File: src/rtl/fetch_pkt_reader.sv
// rtl/fetch_pkt_reader.sv - fetch packet reader feeding two in-order decode lanes (optional FETCH_READER_BYPASS_EN)
module fetch_pkt_reader #(
    parameter logic [31:0] PC_RESET_VAL = 32'h1c00_0000,
    parameter logic [31:0] INST_NOP_VAL = 32'h0340_0000
) (
    input  logic        clk_i,
    input  logic        rst_i,
    input  logic        flush_i,
    input  logic        fifo_valid_i,
    output logic        fifo_ready_o,
    input  logic [31:0] fifo_inst0_i,
    input  logic [31:0] fifo_inst1_i,
    input  logic [31:0] fifo_pc_i,
    input  logic [31:0] fifo_pc_next_i,
    input  logic        fifo_pc_taken_i,
    input  logic [31:0] fifo_badv_i,
    input  logic [6:0]  fifo_exception_i,
    input  logic [1:0]  fifo_excp_flag_i,
    output logic        id_valid0_o,
    output logic        id_valid1_o,
    input  logic        id_ready0_i,
    input  logic        id_ready1_i,
    output logic [31:0] id_inst0_o,
    output logic [31:0] id_inst1_o,
    output logic [31:0] id_pc0_o,
    output logic [31:0] id_pc1_o,
    output logic        id_pred_taken0_o,
    output logic        id_pred_taken1_o,
    output logic [31:0] id_pred_target_o,
    output logic [1:0]  id_excp_flag0_o,
    output logic [6:0]  id_exception0_o,
    output logic [31:0] id_badv0_o
);

    localparam logic [31:0] TARGET_RST = PC_RESET_VAL + 32'd8;

    // Two-slot packet register; slot B always follows slot A in program order.
    logic        vld_a_q, vld_a_d;
    logic        vld_b_q, vld_b_d;
    logic [31:0] inst_a_q, inst_a_d;
    logic [31:0] inst_b_q, inst_b_d;
    logic [31:0] pc_a_q, pc_a_d;
    logic [31:0] pc_b_q, pc_b_d;
    logic        pred_a_q, pred_a_d;
    logic        pred_b_q, pred_b_d;
    logic [31:0] target_q, target_d;
    logic [1:0]  excp_flag_q, excp_flag_d;
    logic [6:0]  exception_q, exception_d;
    logic [31:0] badv_q, badv_d;

    // Incoming packet split into per-slot view.
    logic [31:0] pc_plus4;
    logic        s_vld_b;
    logic        s_pred_a;
    logic        s_pred_b;

    // Lane view before flush masking and idle substitution.
    logic        lane0_vld, lane1_vld;
    logic [31:0] lane0_inst, lane1_inst;
    logic [31:0] lane0_pc, lane1_pc;
    logic        lane0_pred, lane1_pred;
    logic [31:0] lane_target;
    logic [1:0]  lane_excp_flag;
    logic [6:0]  lane_exception;
    logic [31:0] lane_badv;

    logic        acc0, acc1;
    logic        buf_empty;
    logic        drain;

`ifdef FETCH_READER_BYPASS_EN
    logic        byp;
    assign byp = !vld_a_q && fifo_valid_i && !flush_i && !rst_i;
`endif

    // Second instruction is only usable when the packet is sequential and fault-free;
    // the prediction belongs to whichever instruction ends the packet.
    assign pc_plus4  = fifo_pc_i + 32'd4;
    assign s_vld_b   = (fifo_excp_flag_i == 2'b00) && (fifo_pc_next_i != pc_plus4);
    assign s_pred_a  = fifo_pc_taken_i && !s_vld_b;
    assign s_pred_b  = fifo_pc_taken_i && s_vld_b;

    // Select what each lane shows: held slots, or the live packet when bypassing an empty buffer.
    always_comb begin
        lane0_vld      = vld_a_q;
        lane1_vld      = vld_b_q;
        lane0_inst     = inst_a_q;
        lane1_inst     = inst_b_q;
        lane0_pc       = pc_a_q;
        lane1_pc       = pc_b_q;
        lane0_pred     = pred_a_q;
        lane1_pred     = pred_b_q;
        lane_target    = target_q;
        lane_excp_flag = excp_flag_q;
        lane_exception = exception_q;
        lane_badv      = badv_q;
`ifdef FETCH_READER_BYPASS_EN
        if (byp) begin
            lane0_vld      = 1'b1;
            lane1_vld      = s_vld_b;
            lane0_inst     = fifo_inst0_i;
            lane1_inst     = fifo_inst1_i;
            lane0_pc       = fifo_pc_i;
            lane1_pc       = pc_plus4;
            lane0_pred     = s_pred_a;
            lane1_pred     = s_pred_b;
            lane_target    = fifo_pc_next_i;
            lane_excp_flag = fifo_excp_flag_i;
            lane_exception = fifo_exception_i;
            lane_badv      = fifo_badv_i;
        end
`endif
    end

    // Decode-facing outputs; idle lanes show NOP at the reset PC with no status.
    always_comb begin
        id_valid0_o      = lane0_vld && !flush_i;
        id_valid1_o      = lane1_vld && lane0_vld && !flush_i;
        id_inst0_o       = lane0_vld ? lane0_inst : INST_NOP_VAL;
        id_pc0_o         = lane0_vld ? lane0_pc : PC_RESET_VAL;
        id_pred_taken0_o = lane0_vld && lane0_pred;
        id_inst1_o       = lane1_vld ? lane1_inst : INST_NOP_VAL;
        id_pc1_o         = lane1_vld ? lane1_pc : PC_RESET_VAL;
        id_pred_taken1_o = lane1_vld && lane1_pred;
        id_pred_target_o = lane0_vld ? lane_target : TARGET_RST;
        id_excp_flag0_o  = lane0_vld ? lane_excp_flag : 2'b00;
        id_exception0_o  = lane0_vld ? lane_exception : 7'd0;
        id_badv0_o       = lane0_vld ? lane_badv : PC_RESET_VAL;
    end

    // Accept accounting; lane 1 counts only on top of lane 0.
    always_comb begin
        acc0         = id_valid0_o && id_ready0_i;
        acc1         = acc0 && id_valid1_o && id_ready1_i;
        buf_empty    = !vld_a_q;
        drain        = acc1 || (acc0 && !vld_b_q);
        fifo_ready_o = fifo_valid_i && !flush_i && !rst_i && (buf_empty || drain);
    end

    // Slot next-state: flush, load on pop, full drain, or shift leftover into slot A.
    always_comb begin
        vld_a_d     = vld_a_q;
        vld_b_d     = vld_b_q;
        inst_a_d    = inst_a_q;
        inst_b_d    = inst_b_q;
        pc_a_d      = pc_a_q;
        pc_b_d      = pc_b_q;
        pred_a_d    = pred_a_q;
        pred_b_d    = pred_b_q;
        target_d    = target_q;
        excp_flag_d = excp_flag_q;
        exception_d = exception_q;
        badv_d      = badv_q;
        if (flush_i) begin
            vld_a_d = 1'b0;
            vld_b_d = 1'b0;
        end else if (fifo_ready_o) begin
            vld_a_d     = 1'b1;
            vld_b_d     = s_vld_b;
            inst_a_d    = fifo_inst0_i;
            inst_b_d    = fifo_inst1_i;
            pc_a_d      = fifo_pc_i;
            pc_b_d      = pc_plus4;
            pred_a_d    = s_pred_a;
            pred_b_d    = s_pred_b;
            target_d    = fifo_pc_next_i;
            excp_flag_d = fifo_excp_flag_i;
            exception_d = fifo_exception_i;
            badv_d      = fifo_badv_i;
`ifdef FETCH_READER_BYPASS_EN
            // Lanes already taken straight from the FIFO are not stored.
            if (byp) begin
                if (acc1 || (acc0 && !s_vld_b)) begin
                    vld_a_d = 1'b0;
                    vld_b_d = 1'b0;
                end else if (acc0) begin
                    vld_b_d  = 1'b0;
                    inst_a_d = fifo_inst1_i;
                    pc_a_d   = pc_plus4;
                    pred_a_d = s_pred_b;
                end
            end
`endif
        end else if (drain) begin
            vld_a_d = 1'b0;
            vld_b_d = 1'b0;
        end else if (acc0) begin
            vld_b_d  = 1'b0;
            inst_a_d = inst_b_q;
            pc_a_d   = pc_b_q;
            pred_a_d = pred_b_q;
        end
    end

    // Slot registers with synchronous reset.
    always_ff @(posedge clk_i) begin
        if (rst_i) begin
            vld_a_q     <= 1'b0;
            vld_b_q     <= 1'b0;
            inst_a_q    <= INST_NOP_VAL;
            inst_b_q    <= INST_NOP_VAL;
            pc_a_q      <= PC_RESET_VAL;
            pc_b_q      <= PC_RESET_VAL;
            pred_a_q    <= 1'b0;
            pred_b_q    <= 1'b0;
            target_q    <= TARGET_RST;
            excp_flag_q <= 2'b00;
            exception_q <= 7'd0;
            badv_q      <= PC_RESET_VAL;
        end else begin
            vld_a_q     <= vld_a_d;
            vld_b_q     <= vld_b_d;
            inst_a_q    <= inst_a_d;
            inst_b_q    <= inst_b_d;
            pc_a_q      <= pc_a_d;
            pc_b_q      <= pc_b_d;
            pred_a_q    <= pred_a_d;
            pred_b_q    <= pred_b_d;
            target_q    <= target_d;
            excp_flag_q <= excp_flag_d;
            exception_q <= exception_d;
            badv_q      <= badv_d;
        end
    end

endmodule

File: config.mk
export PLATFORM = sky130hd
export DESIGN_NAME = fetch_pkt_reader
export DESIGN_NICKNAME = d
export VERILOG_FILES = /design/src/rtl/fetch_pkt_reader.sv
export SDC_FILE = /design/constraint.sdc
export NUM_CORES = 1
export LEC_CHECK = 0
export ABC_CLOCK_PERIOD_IN_PS = 3300
export CORE_MARGIN = 2
export CORE_UTILIZATION = 37
export DETAILED_ROUTE_END_ITERATION = 12
export HOLD_SLACK_MARGIN = 0.06
export PLACE_DENSITY = 0.7
export SYNTH_ARGS = -nofsm -noshare
export SYNTH_HDL_FRONTEND = slang
export SYNTH_SLANG_ARGS = --single-unit
File: constraint.sdc
create_clock -name clk_i -period 3.3 [get_ports clk_i]
set_input_delay 0.495 -clock clk_i [delete_from_list [all_inputs] [get_ports clk_i]]
set_output_delay 0.495 -clock clk_i [all_outputs]
set_load 0.01 [all_outputs]
; ---- After elaboration in Yosys (flattened, before gate mapping)
; Cells that the tools add are included.
[totals]
reg_bits = 205
[op_classes]
n_reduce_logical = 29
n_eq_ne = 2
n_mux = 22
bitwise = 1
add_sub_neg = 1
[ops]
columns = operator, n
row1 = $mux 32, 12
row2 = $add 32x3->32 const B, 1
row3 = $ne 32x32->1, 1
row4 = $logic_and 1x1->1, 15
row5 = $mux 1, 8
row6 = $mux 7, 1
row7 = $logic_not 1->1, 5
row8 = $reduce_bool 2->1, 2
row9 = $reduce_and 3->1, 1
row10 = $reduce_bool 3->1, 1
row11 = $logic_not 2->1, 1
row12 = $logic_or 1x1->1, 2
row13 = $mux 2, 1
row14 = $ne 2x2->1 const B, 1
row15 = $reduce_and 2->1, 1
row16 = $reduce_or 2->1, 1
row17 = $not 1->1, 1

; ---- Longest topological paths before layout
[logic_depth]
ltp_word = 10
mapped_depth = 10
mapped_depth_nobuf = 9

; ---- Least setup slack after synthesis
; OpenSTA, ideal clock, no wires.
[synth_timing]
kind = input to register
from = input fifo_pc_i[4]
to = register pred_a_q, in the netlist lane0_pred
path_buffers = 1
setup_ns = 0.069
arrival_time_ns = 2.716
slack_ns = 0.515
t_required_ns = 3.231
path_stages = 9
cell_sequence = buf_2 > nand3_4 > or3_4 > nor3_1 > xor3_1 > or4_1 > nor4b_2 > nand3_1 > o21ai_1
[synth_between]
elab_chain_cells = 6
[synth_rtl]
columns = element, line_no
row1 = "start, declared", 13  ; input logic [31:0] fifo_pc_i,
row2 = $add 32x3->32, 78  ; assign pc_plus4 = fifo_pc_i + 32'd4;
row3 = $ne 32x32->1, 79  ; assign s_vld_b = (fifo_excp_flag_i == 2'b00) && (fifo_pc_next_i != pc_plus4);
row4 = $logic_and 1x1->1, 79
row5 = $logic_not 1->1, 80  ; assign s_pred_a = fifo_pc_taken_i && !s_vld_b;
row6 = $logic_and 1x1->1, 80
row7 = $mux 1, 157  ; end else if (fifo_ready_o) begin
row8 = "end signal, assigned", 217  ; pred_a_q <= pred_a_d;
row9 = "end, declared", 44  ; logic pred_a_q, pred_a_d;
; No other way between the ends.
; A chain may end at the register's enable or synchronous reset.

; ---- Worst setup path in the final report
[layout_timing]
from = input fifo_pc_i[2]
to = register pred_a_q, in the netlist lane0_pred
; The elaborated chain is that of the path after synthesis.

==> results.cfg <==
[clock_tree]
cts_resized = 0
clockBufferDepth = 3
postCtsSetupBuffers = 0
clock_latency_ns = 0.52
cts_sinks = 205
hold_buffers = 0
path_clk_slew_ns = 0.06
cts-root-buf = clkbuf_16
cts_buffers = 24
cts_tree = done
cts-htree-levels = 1

[setup_path]
setup.worst_path.start = fifo_pc_i[2]
critical_path_buf_inv_count = 2
path_class = in2reg
crit_path_max_fanout = 6
path_delay_family = simple AND/OR/NAND/NOR gates
startpoint_type = primary input
reg2reg_from = lane0_vld
cp_data_required_time_ns = 3.76
rrSetupSlack_ns = 0.90
cp_cell_sequence = clkdlybuf4s50_1 -> ha_1 -> nand3_2 -> or3_4 -> nor4_2 -> xnor2_1 -> o2111ai_1 -> nor4_1 -> buf_4 -> nand3_1 -> o21ai_1
critPathCaptureType = flip-flop
crit_cells = 11
critical-path-slowest-cell = clkdlybuf4s50_1
critPathCapture = lane0_pred
max_stage_delay_ns = 0.49
rr_endpoint = lane0_pred
arrival_ns = 3.38
reg2reg_depth = 7

[yosys]
synth_warnings = 0
synth_area_um2 = 11230
synthCells = 1393
synth_ff_type = dfxtp_1
async_reset_ff_frac = 0
synth_edf_count = 0
syn_avg_cell_area_um2 = 8.065
synth-seq-cells = 205
synthesis.nets = 1570
ys_seq_area_frac = 0.3653
synth_cell_type_count = 66

[routing]
firstDrtPassIters = 5
routed_wl_um = 41100
drt_iter0_markers = 699
via_per_inst = 5.178
num_vias = 11290
wl_per_cell_um = 18.84
antenna_left = 0
drc = 0

[cells_and_area]
final_common_cell = clkdlybuf4s50_1
n_antenna_cell = 0
most-common-layout-cells = 380 x clkdlybuf4s50_1, 243 x nand2_1, 203 x dfxtp_1
final_area_um2 = 16730
fillers = 2748
drive_above_1_share = 0.09827
syn_to_final_growth_pct = 48.90
post-route-util = 0.5614
final_nets = 1950
multi_input_area_um2 = 6605
seq_area_um2 = 4109

[power]
power.internal_mw = 4.856
power_frac_comb = 0.142
p_leak_nw = 6.837
switchingPower_mw = 1.613
p_sw_frac = 0.2493
p_per_area_nw_per_um2 = 386.7
irDropWorstVdd_mv = 0.3244
pwr-share-clk = 0.445
p_total_mw = 6.469
sequentialPowerShare = 0.413

[die]
die_area_um2 = 31770
coreArea_um2 = 29800
die_h_um = 178.3
ioPinCount = 382
std_cell_rows = 63
start_util = 0.3770
die-width_um = 178.3

[global_route]
grt_pass1_wl_um = 62590
antenna_found_initial = 0
grt_util_met1 = 0.3284
grt-busiest-layer = met2
grt_pass1_vias = 11070
grt.met3_usage = 0.04710
grt_max_degree = 133
grtUsageMet2 = 0.4133
grt_overflow = 0
track_usage = 0.2505

[sta]
slew_viol_final = 0
rsz0062_at_grt = no
tightest_slew_ns = 1.110
finalSetupViolations = 0
min_period_over_period = 0.8861
period_needed_ns = 2.924
hold_violations = 0
slew-limit-headroom = 0.2599
setup_tns_ns = 0
fmax_mhz = 342.0
finalClockSkew_ns = 0.007770

[job]
maxCapViolCount = 0

[place]
gp_congestion = 0.9804
dpl.hpwl_um = 29890
dpl_cell_area_um2 = 15870
io_buffers = 381

[run_status]
status = completed

[min_path]
hp-class = in2reg
-- cell usage after synthesis (18+ instances only) --
master    number  area, µm²
a211oi_1      79      593.1
a21oi_1       40      200.2
and2_1       186       1164
clkbuf_1      85      319.1
dfxtp_1      205       4104
mux2i_1       65      650.6
nand2_1      243      912.1
nand2b_1      31      193.9
nand3_1       18      90.09
nand3b_1      71      533.0
nor2_1       108      405.4
o21ai_0       23      115.1
xnor2_1       26      227.7
-- metrics by stage --
stage	setup WS, ns	std cells	hold slack [ns]
after CTS	0.3828	2181	0.3325
after global placement	-0.1660	2137	0.4512
after detailed placement	-0.1611	2137	0.4575
final	0.3760	2181	0.3535
after global routing	0.1554	2181	0.3665
after floorplan	0.5149	1393	0.4422
-- cells by family (layout without fill, tap and decap cells) --
kind of cell | count (synthesis) | in the layout | share of synthesized area
xor+xnor | 46 | 46 | 0.04756
mux | 70 | 70 | 0.06292
buf+inv | 130 | 528 | 0.04900
flops | 205 | 205 | 0.3653
simple gates | 758 | 758 | 0.3640
compound gates | 183 | 183 | 0.1101
fa+ha+maj | 1 | 1 | 0.001114
-- power groups by stage --
| stage | registers [mW] | logic (mW) | clock network (mW) |
|---|---|---|---|
| floorplan | 2.70 | 0.455 | 0 |
| global placement | 2.72 | 0.912 | 0 |
| detailed placement | 2.72 | 0.911 | 0 |
| CTS | 2.67 | 0.919 | 2.94 |
| global route | 2.69 | 0.993 | 3.04 |
| finish | 2.67 | 0.918 | 2.88 |
-- per-layer routing --
metal  up-vias  part of all wire
li1       5473                 -
met4         0             0.036
met1      5313              0.43
met3        85             0.074
met5         -                 0
met2       423              0.46
-- worst reg2reg max path, delay by kind of cell, from the launching register on --
kind / cells / cell delay, ns
and+or+nand+nor: 4 / 1.10
buffers and inverters: 1 / 0.40
AOI/OAI and AO/OA: 1 / 0.07
DFF: 1 / 0.54
muxes: 1 / 0.19
-- flip-flops by register name, summed over array words and instances, names as in the netlist --
| signal | cells |
|---|---|
| badv_q | 32 |
| inst_a_q | 32 |
| inst_b_q | 32 |
| lane0_pc | 32 |
| lane1_pc | 32 |
| lane_target | 32 |
| exception_q | 7 |
| excp_flag_q | 2 |
| lane0_pred | 1 |
| lane0_vld | 1 |
| lane1_pred | 1 |
| lane1_vld | 1 |
-- how the worst min path moves through the flow --
stage | startpoint | to | slack (ns) | cells past startpoint
final | rst_i | badv_q[26] | 0.35 | 3
after global routing | rst_i | badv_q[27] | 0.37 | 3
after CTS | rst_i | badv_q[26] | 0.33 | 3
after detailed placement | inst_b_q[15] | inst_b_q[15] | 0.46 | 2
after global placement | lane1_pc[0] | lane1_pc[0] | 0.45 | 2
after floorplan | lane1_pc[0] | lane1_pc[0] | 0.44 | 2
-- cell type report --
class	count	share of cell area
Sequential cell	205	0.2456
Timing Repair Buffer	478	0.2776
Multi-Input combinational cell	1058	0.3948
Inverter	6	0.001645
Tap cell	390	0.02917
Clock inverter	14	0.01025
Clock buffer	30	0.04091
Note: power is estimated with default switching activity, not from simulation.
